===== config.mk =====
export PLATFORM = sky130hd
export DESIGN_NAME = rtype_exec_ctrl
export DESIGN_NICKNAME = d
export VERILOG_FILES = /design/src/rtl/rtype_exec_ctrl.sv
export SDC_FILE = /design/constraint.sdc
export NUM_CORES = 2
export LEC_CHECK = 0
export CORE_MARGIN = 4
export CORE_UTILIZATION = 25
export DETAILED_ROUTE_END_ITERATION = 10
export HOLD_SLACK_MARGIN = 0.05
export SYNTH_ARGS = -nofsm -noshare
export SYNTH_HDL_FRONTEND = slang
export SYNTH_SLANG_ARGS = --single-unit

===== constraint.sdc =====
create_clock -name clk -period 5.4 [get_ports clk]
set_input_delay 0.81 -clock clk [delete_from_list [all_inputs] [get_ports clk]]
set_output_delay 0.81 -clock clk [all_outputs]
set_load 0.1 [all_outputs]

===== src/rtl/rtype_exec_ctrl.sv =====
// R-type issue/writeback controller around an external ALU.
// Owns the register file, carry flag and retired-instruction counter.
module rtype_exec_ctrl #(
    parameter int CNT_W = 16
) (
    input  logic             clk,
    input  logic             rst_n,
    input  logic             Instr_valid,
    input  logic [31:0]      Instr,
    output logic             Instr_ready,
    output logic [31:0]      Src_1,
    output logic [31:0]      Src_2,
    output logic [5:0]       OP_ctrl,
    input  logic [31:0]      ALU_Result,
    input  logic             ALU_Carry,
    output logic             Done,
    output logic             Illegal,
    output logic             Carry_flag,
    output logic [CNT_W-1:0] Instr_cnt,
    input  logic             Dbg_we,
    input  logic [4:0]       Dbg_addr,
    input  logic [31:0]      Dbg_wdata,
    output logic [31:0]      Dbg_rdata
);

    typedef enum logic [1:0] {
        IDLE,
        READ,
        EXEC,
        WB
    } state_t;

    localparam logic [5:0] F_ADDU = 6'b001001;
    localparam logic [5:0] F_SUBU = 6'b001010;

    state_t             state_q, state_d;
    logic [31:0]        rf_q [32];
    logic [31:0]        rf_d [32];
    logic [31:0]        instr_q, instr_d;
    logic [31:0]        src1_q, src1_d;
    logic [31:0]        src2_q, src2_d;
    logic               illegal_q, illegal_d;
    logic [31:0]        res_q, res_d;
    logic               cres_q, cres_d;
    logic               carry_q, carry_d;
    logic [CNT_W-1:0]   cnt_q, cnt_d;

    logic [5:0] op_f, funct_f;
    logic [4:0] rs_f, rt_f, rd_f;
    logic       unused_shamt;

    assign op_f         = instr_q[31:26];
    assign rs_f         = instr_q[25:21];
    assign rt_f         = instr_q[20:16];
    assign rd_f         = instr_q[15:11];
    assign funct_f      = instr_q[5:0];
    assign unused_shamt = ^instr_q[10:6];

    // Handshake, ALU drive and status outputs
    always_comb begin
        Instr_ready = (state_q == IDLE);
        Done        = (state_q == WB);
        Illegal     = (state_q == WB) && illegal_q;
        OP_ctrl     = 6'b000000;
        if (state_q == EXEC && !illegal_q)
            OP_ctrl = funct_f;
        Src_1      = src1_q;
        Src_2      = src2_q;
        Carry_flag = carry_q;
        Instr_cnt  = cnt_q;
        Dbg_rdata  = (Dbg_addr == 5'd0) ? 32'd0 : rf_q[Dbg_addr];
    end

    // Next-state and datapath updates for the four-step sequence
    always_comb begin
        state_d   = state_q;
        instr_d   = instr_q;
        src1_d    = src1_q;
        src2_d    = src2_q;
        illegal_d = illegal_q;
        res_d     = res_q;
        cres_d    = cres_q;
        carry_d   = carry_q;
        cnt_d     = cnt_q;
        for (int i = 0; i < 32; i++)
            rf_d[i] = rf_q[i];
        unique case (state_q)
            IDLE: begin
                if (Dbg_we && Dbg_addr != 5'd0)
                    rf_d[Dbg_addr] = Dbg_wdata;
                if (Instr_valid) begin
                    instr_d = Instr;
                    state_d = READ;
                end
            end
            READ: begin
                src1_d    = rf_q[rs_f];
                src2_d    = rf_q[rt_f];
                illegal_d = (op_f != 6'd0) ||
                            (funct_f != F_ADDU && funct_f != F_SUBU);
                state_d   = EXEC;
            end
            EXEC: begin
                res_d   = ALU_Result;
                cres_d  = ALU_Carry;
                state_d = WB;
            end
            WB: begin
                if (!illegal_q) begin
                    if (rd_f != 5'd0)
                        rf_d[rd_f] = res_q;
                    carry_d = cres_q;
                    cnt_d   = cnt_q + CNT_W'(1);
                end
                state_d = IDLE;
            end
            default: state_d = IDLE;
        endcase
        rf_d[0] = 32'd0;
    end

    // State and datapath registers with asynchronous clear
    always_ff @(posedge clk or negedge rst_n) begin
        if (!rst_n) begin
            state_q   <= IDLE;
            instr_q   <= 32'd0;
            src1_q    <= 32'd0;
            src2_q    <= 32'd0;
            illegal_q <= 1'b0;
            res_q     <= 32'd0;
            cres_q    <= 1'b0;
            carry_q   <= 1'b0;
            cnt_q     <= '0;
            for (int i = 0; i < 32; i++)
                rf_q[i] <= 32'd0;
        end else begin
            state_q   <= state_d;
            instr_q   <= instr_d;
            src1_q    <= src1_d;
            src2_q    <= src2_d;
            illegal_q <= illegal_d;
            res_q     <= res_d;
            cres_q    <= cres_d;
            carry_q   <= carry_d;
            cnt_q     <= cnt_d;
            for (int i = 0; i < 32; i++)
                rf_q[i] <= rf_d[i];
        end
    end

endmodule


Word level (Yosys, flattened, before mapping)
Cells that the tools add are included.
- register bits: 1141
- input port bits: 106
- output and inout port bits: 122
- logic and storage cells: 101
- add/subtract/negate cells: 1
- magnitude comparators: 6
- equal/unequal tests: 9
- muxes and demuxes: 23
- bitwise logic cells: 5
- reduce and logical (&&, ||, !) cells: 17
- operator list (operator ; number):
    992-bit two-way mux ; 3
    1024-bit bitwise mux ; 2
    992-bit case mux with 2 select lines ; 1
    32-bit binary-select mux with 5-bit select ; 3
    32-bit demux with 5-bit select ; 2
    32-bit two-way mux ; 9
    6-bit >= comparator (second input constant) ; 4
    5-bit inverter with 6-bit output ; 4
    16-bit by 1-bit adder with 16-bit output (second input constant) ; 1
    6-bit by 1-bit less-than comparator with 1-bit output (second input constant) ; 2
    6-bit by 4-bit != test with 1-bit output (second input constant) ; 2
    5-bit nonzero test ; 2
    2-bit case mux with 4 select lines ; 1
    1-bit logical AND ; 6
    6-bit two-way mux ; 1
    6-bit nonzero test ; 1
    5-bit zero test ; 1
    2-bit == test (second input constant) ; 2
    2-bit by 1-bit != test with 1-bit output (second input constant) ; 2
    2-bit != test (second input constant) ; 2
    2-bit AND reduction ; 2
    4-bit AND reduction ; 1
    2-bit by 1-bit == test with 1-bit output (second input constant) ; 1
    2-bit zero test ; 1
    5 further kinds ; 5

Depth between registers and ports, before layout
- depth in word-level cells: 9
- depth in mapped cells: 10
- gate-level depth less buffers: 7

Worst setup path after synthesis
No wires, ideal clock.
- path kind: input -> output
- from: input Dbg_addr[0]
- to: output Dbg_rdata[20]
- arrival time: 3.441 ns
- required time: 4.590 ns
- path slack: 1.149 ns
- stages: 6
- buffers on the path: 3
- cell sequence: buf_2 > clkbuf_1 > buf_1 > mux4_2 > a22oi_1 > nand4_1
- longest elaborated chain between the ends: 5
- elaborated cells between the ends (all ways): 6
- classes of those cells: 4 x mux; 1 x bitwise; 1 x reduce/logical
- ends and longest elaborated chain (item ; RTL line ; RTL):
    start, declared ; 21 ; input logic [4:0] Dbg_addr,
    5-bit inverter with 6-bit output (implied by the code) ; 71 ; Dbg_rdata = (Dbg_addr == 5'd0) ? 32'd0 : rf_q[Dbg_addr];
    32-bit binary-select mux with 5-bit select ; 71 ;
    32-bit two-way mux (implied by the code) (2 in a row) ; 71 ;
    32-bit two-way mux * ; 71 ;
    end, declared ; 23 ; output logic [31:0] Dbg_rdata
Mark *: on every way between the ends. The rest lies on a longest branch, timed or not. The select of a mux whose other input is x is not followed.

Worst setup path after layout
- from: input Dbg_addr[2]
- to: output Dbg_rdata[29]
The elaborated chain is that of the path after synthesis.

==> flow_metrics.py <==
metrics = {
    "run_status": {
        "status": "completed",
    },
    "setup_path": {
        "start_kind": "primary input",
        "path_class": "in -> out",
        "cp_max_fo": 15,
        "worstPathArrival_ps": 3870,
        "critPathLaunch": "Dbg_addr[2]",
        "end_kind": "output pin",
        "cp.required_ps": 4590,
        "rr_startpoint": "instr_q[15]$_DFFE_PN0P_",
    },
    "final_layout": {
        "nets": 6104,
        "fillers": 29990,
        "drive_gt1_frac": 0.3926,
        "syn_to_final_growth_pct": 16.06,
    },
    "detailed_routing": {
        "antenna_left": 0,
        "routed_wl_mm": 381.9,
        "drt_iter0_markers": 11460,
        "dr.pass1.iters": 8,
        "viasPerCell": 6.633,
        "wl_per_cell_um": 37.99,
        "drc": 0,
        "vias": 66680,
    },
    "clock_network": {
        "post_cts_resized": 0,
        "cts_max_path_buffers": 3,
        "ctsHtreeMaxLevel": 4,
        "postCtsHoldBufs": 1,
        "cts_tree": "yes",
        "clkLatencyLatePin_ps": 860,
        "clk_pin_slew_ps": 60,
        "cts-root-buf": "clkbuf_16",
        "postCtsSetupBuffers": 0,
        "cts_buffers": 140,
        "clock_sinks": 1136,
    },
    "yosys": {
        "syn_area_um2": 74650,
        "syn_nets": 6253,
        "synth.avg_cell_area_um2": 12.15,
        "synth_common_cells": "dfrtp_1 (1,136), mux2_2 (1,101), o22ai_1 (1,029)",
        "synthCells": 6142,
        "async_flop_share": 1.000,
        "synth_warnings": 0,
        "synthDistinctLibCells": 55,
        "synth_ff_type": "dfrtp_1",
        "synth_edf_count": 0,
        "synth_top_area_cell": "dfrtp_1",
        "yosysMostFrequentCell": "dfrtp_1",
        "ys_top_cells_by_area": "dfrtp_1 (38%), mux4_2 (18%), mux2_2 (17%)",
        "ys_ff_latch": 1136,
        "ys_seq_area_frac": 0.3808,
        "synth_top_area_share": 0.3808,
    },
    "sta": {
        "finalClockSkew_ps": 58.35,
        "rsz0062_at_grt": "no",
        "setup_viol": 0,
        "timing.fmax_mhz": 213.5,
        "timing.final.crit_share": 0.8674,
        "final_max_slew_viol_count": 0,
        "period_minus_slack_ps": 4684,
        "holdWs_ps": 478.7,
        "fin_tns_setup_ps": 0,
        "finalHoldViolCount": 0,
        "worst_pin_slew_ps": 1422,
        "relSlewSlack": 0.05168,
    },
    "die": {
        "start_util": 0.2513,
        "dieArea_um2": 307400,
        "die_y_um": 554.4,
        "placeableCoreArea_um2": 297000,
        "io_pins": 228,
        "std_cell_rows": 200,
        "fp.dieW_um": 554.4,
    },
    "place": {
        "dp_hpwl_mm": 230.4,
        "portBuffers": 222,
        "finalWeightedCongestion": 0.9807,
    },
    "global_routing": {
        "grt_pass1_wl_mm": 521.8,
        "grt_use_total": 0.2379,
        "antenna_found_initial": 38,
        "grt_overflow": 0,
        "grt_max_degree": 143,
        "grt_pass1_vias": 64710,
    },
    "power": {
        "power.density_nw_per_um2": 435.3,
        "finalPower_w": 0.03771,
        "leakage_nw": 34.99,
        "vdd_ir_drop_max_uv": 405.8,
    },
    "run": {
        "maxCapViolCount": 0,
    },
    "min_path": {
        "hold_start": "Instr_cnt[15]$_DFFE_PN0P_",
        "worstHoldPathType": "reg -> reg",
    },
}
## cell usage in the layout, fill, tap and decap left out, types with 53 or more instances in the layout
| cell type | Yosys | routed |
|---|---|---|
| mux2_1 | 70 | 70 |
| mux4_2 | 599 | 599 |
| nor2_1 | 76 | 70 |
| o22ai_1 | 1029 | 1029 |
| nor2b_1 | 69 | 57 |
| buf_12 | 0 | 61 |
| buf_4 | 92 | 281 |
| clkdlybuf4s50_1 | 0 | 182 |
| mux2_2 | 1101 | 1101 |
| nand2_1 | 175 | 110 |
| o211ai_1 | 53 | 53 |
| dfrtp_1 | 1136 | 1128 |
| mux2i_1 | 171 | 171 |
| a21oi_1 | 84 | 83 |
| nand4_1 | 58 | 58 |
| a22oi_1 | 164 | 164 |
| nand2_2 | 0 | 60 |
| clkbuf_16 | 0 | 142 |
| inv_1 | 68 | 68 |
## worst paths after layout
path                                        endpoint  slack [ps]  cells after the start
hold reg to reg            Instr_cnt[15]$_DFFE_PN0P_         480                      1
setup / recovery                       Dbg_rdata[29]         720                      7
hold / removal             Instr_cnt[15]$_DFFE_PN0P_         480                      1
max in group asynchronous   Instr_cnt[0]$_DFFE_PN0P_        3320                      3
setup reg to reg                rf_q[11]$_DFFE_PN0P_        1090                      7
min in group asynchronous      rf_q[280]$_DFFE_PN0P_         610                      2
## report_power, final
group	internal (W)	switching (W)	leakage [nW]
clock network	0.00541	0.00424	2.23
logic	0.00499	0.0121	17.3
registers	0.00928	0.00165	15.5
## worst max-delay path, cell delays in order
cell and delay (ps):
clkdlybuf4s50_1 670, nor2b_1 410, nor2b_4 580, buf_4 490
a21oi_1 130, nand4_1 450, buf_12 250
## sequential cells by signal (all words and copies together) (netlist names)
register	count
Instr_cnt	16
res_q	32
Src_2	32
Src_1	32
Carry_flag	1
illegal_q	1
cres_q	1
rf_q	992
state_q	2
instr_q	27
## routing by layer
| metal | up-vias | GRT usage | wire length (um) |
|---|---|---|---|
| met2 | 6409 | 0.3342 | 156800 |
| met1 | 34220 | 0.2752 | 127900 |
| li1 | 24340 | - | - |
| met5 | - | 0.002344 | 190 |
| met4 | 20 | 0.1845 | 36350 |
| met3 | 1692 | 0.1164 | 60730 |
## layout make-up
cell class | instances | area, um^2 | area share
Clock inverter | 38 | 493.0 | 0.005690
Timing Repair Buffer | 528 | 5207 | 0.06011
Antenna cell | 16 | 40.04 | 0.0004621
Tap cell | 3939 | 4928 | 0.05689
Clock buffer | 209 | 4065 | 0.04692
Sequential cell | 1136 | 28460 | 0.3285
Multi-Input combinational cell | 4119 | 43190 | 0.4985
Inverter | 68 | 255.2 | 0.002946
## logic make-up after synthesis
| logic type | Yosys count | share of synthesized area |
|---|---|---|
| buffers and inverters | 887 | 0.05043 |
| adder cells (fa/ha/maj) | 5 | 0.0008381 |
| AND/OR/NAND/NOR | 507 | 0.03426 |
| AO/OA/AOI/OAI | 1650 | 0.1515 |
| multiplexers | 1941 | 0.3803 |
| XOR/XNOR | 16 | 0.001877 |
| flip-flops | 1136 | 0.3808 |
## through the flow
stage | area (um^2) | std cells | worst slack [ps] | util
floorplan | 74650 | 6142 | 1149 | -
global placement | 82030 | 9789 | 900.2 | 0.2762
detailed placement | 82030 | 9789 | 865.6 | 0.2762
CTS | 86600 | 10040 | 776.3 | 0.2915
global route | 86610 | 10040 | 725.4 | 0.2916
finish | 86640 | 10050 | 716.3 | 0.2917
Note: power is estimated with default switching activity, not from simulation.
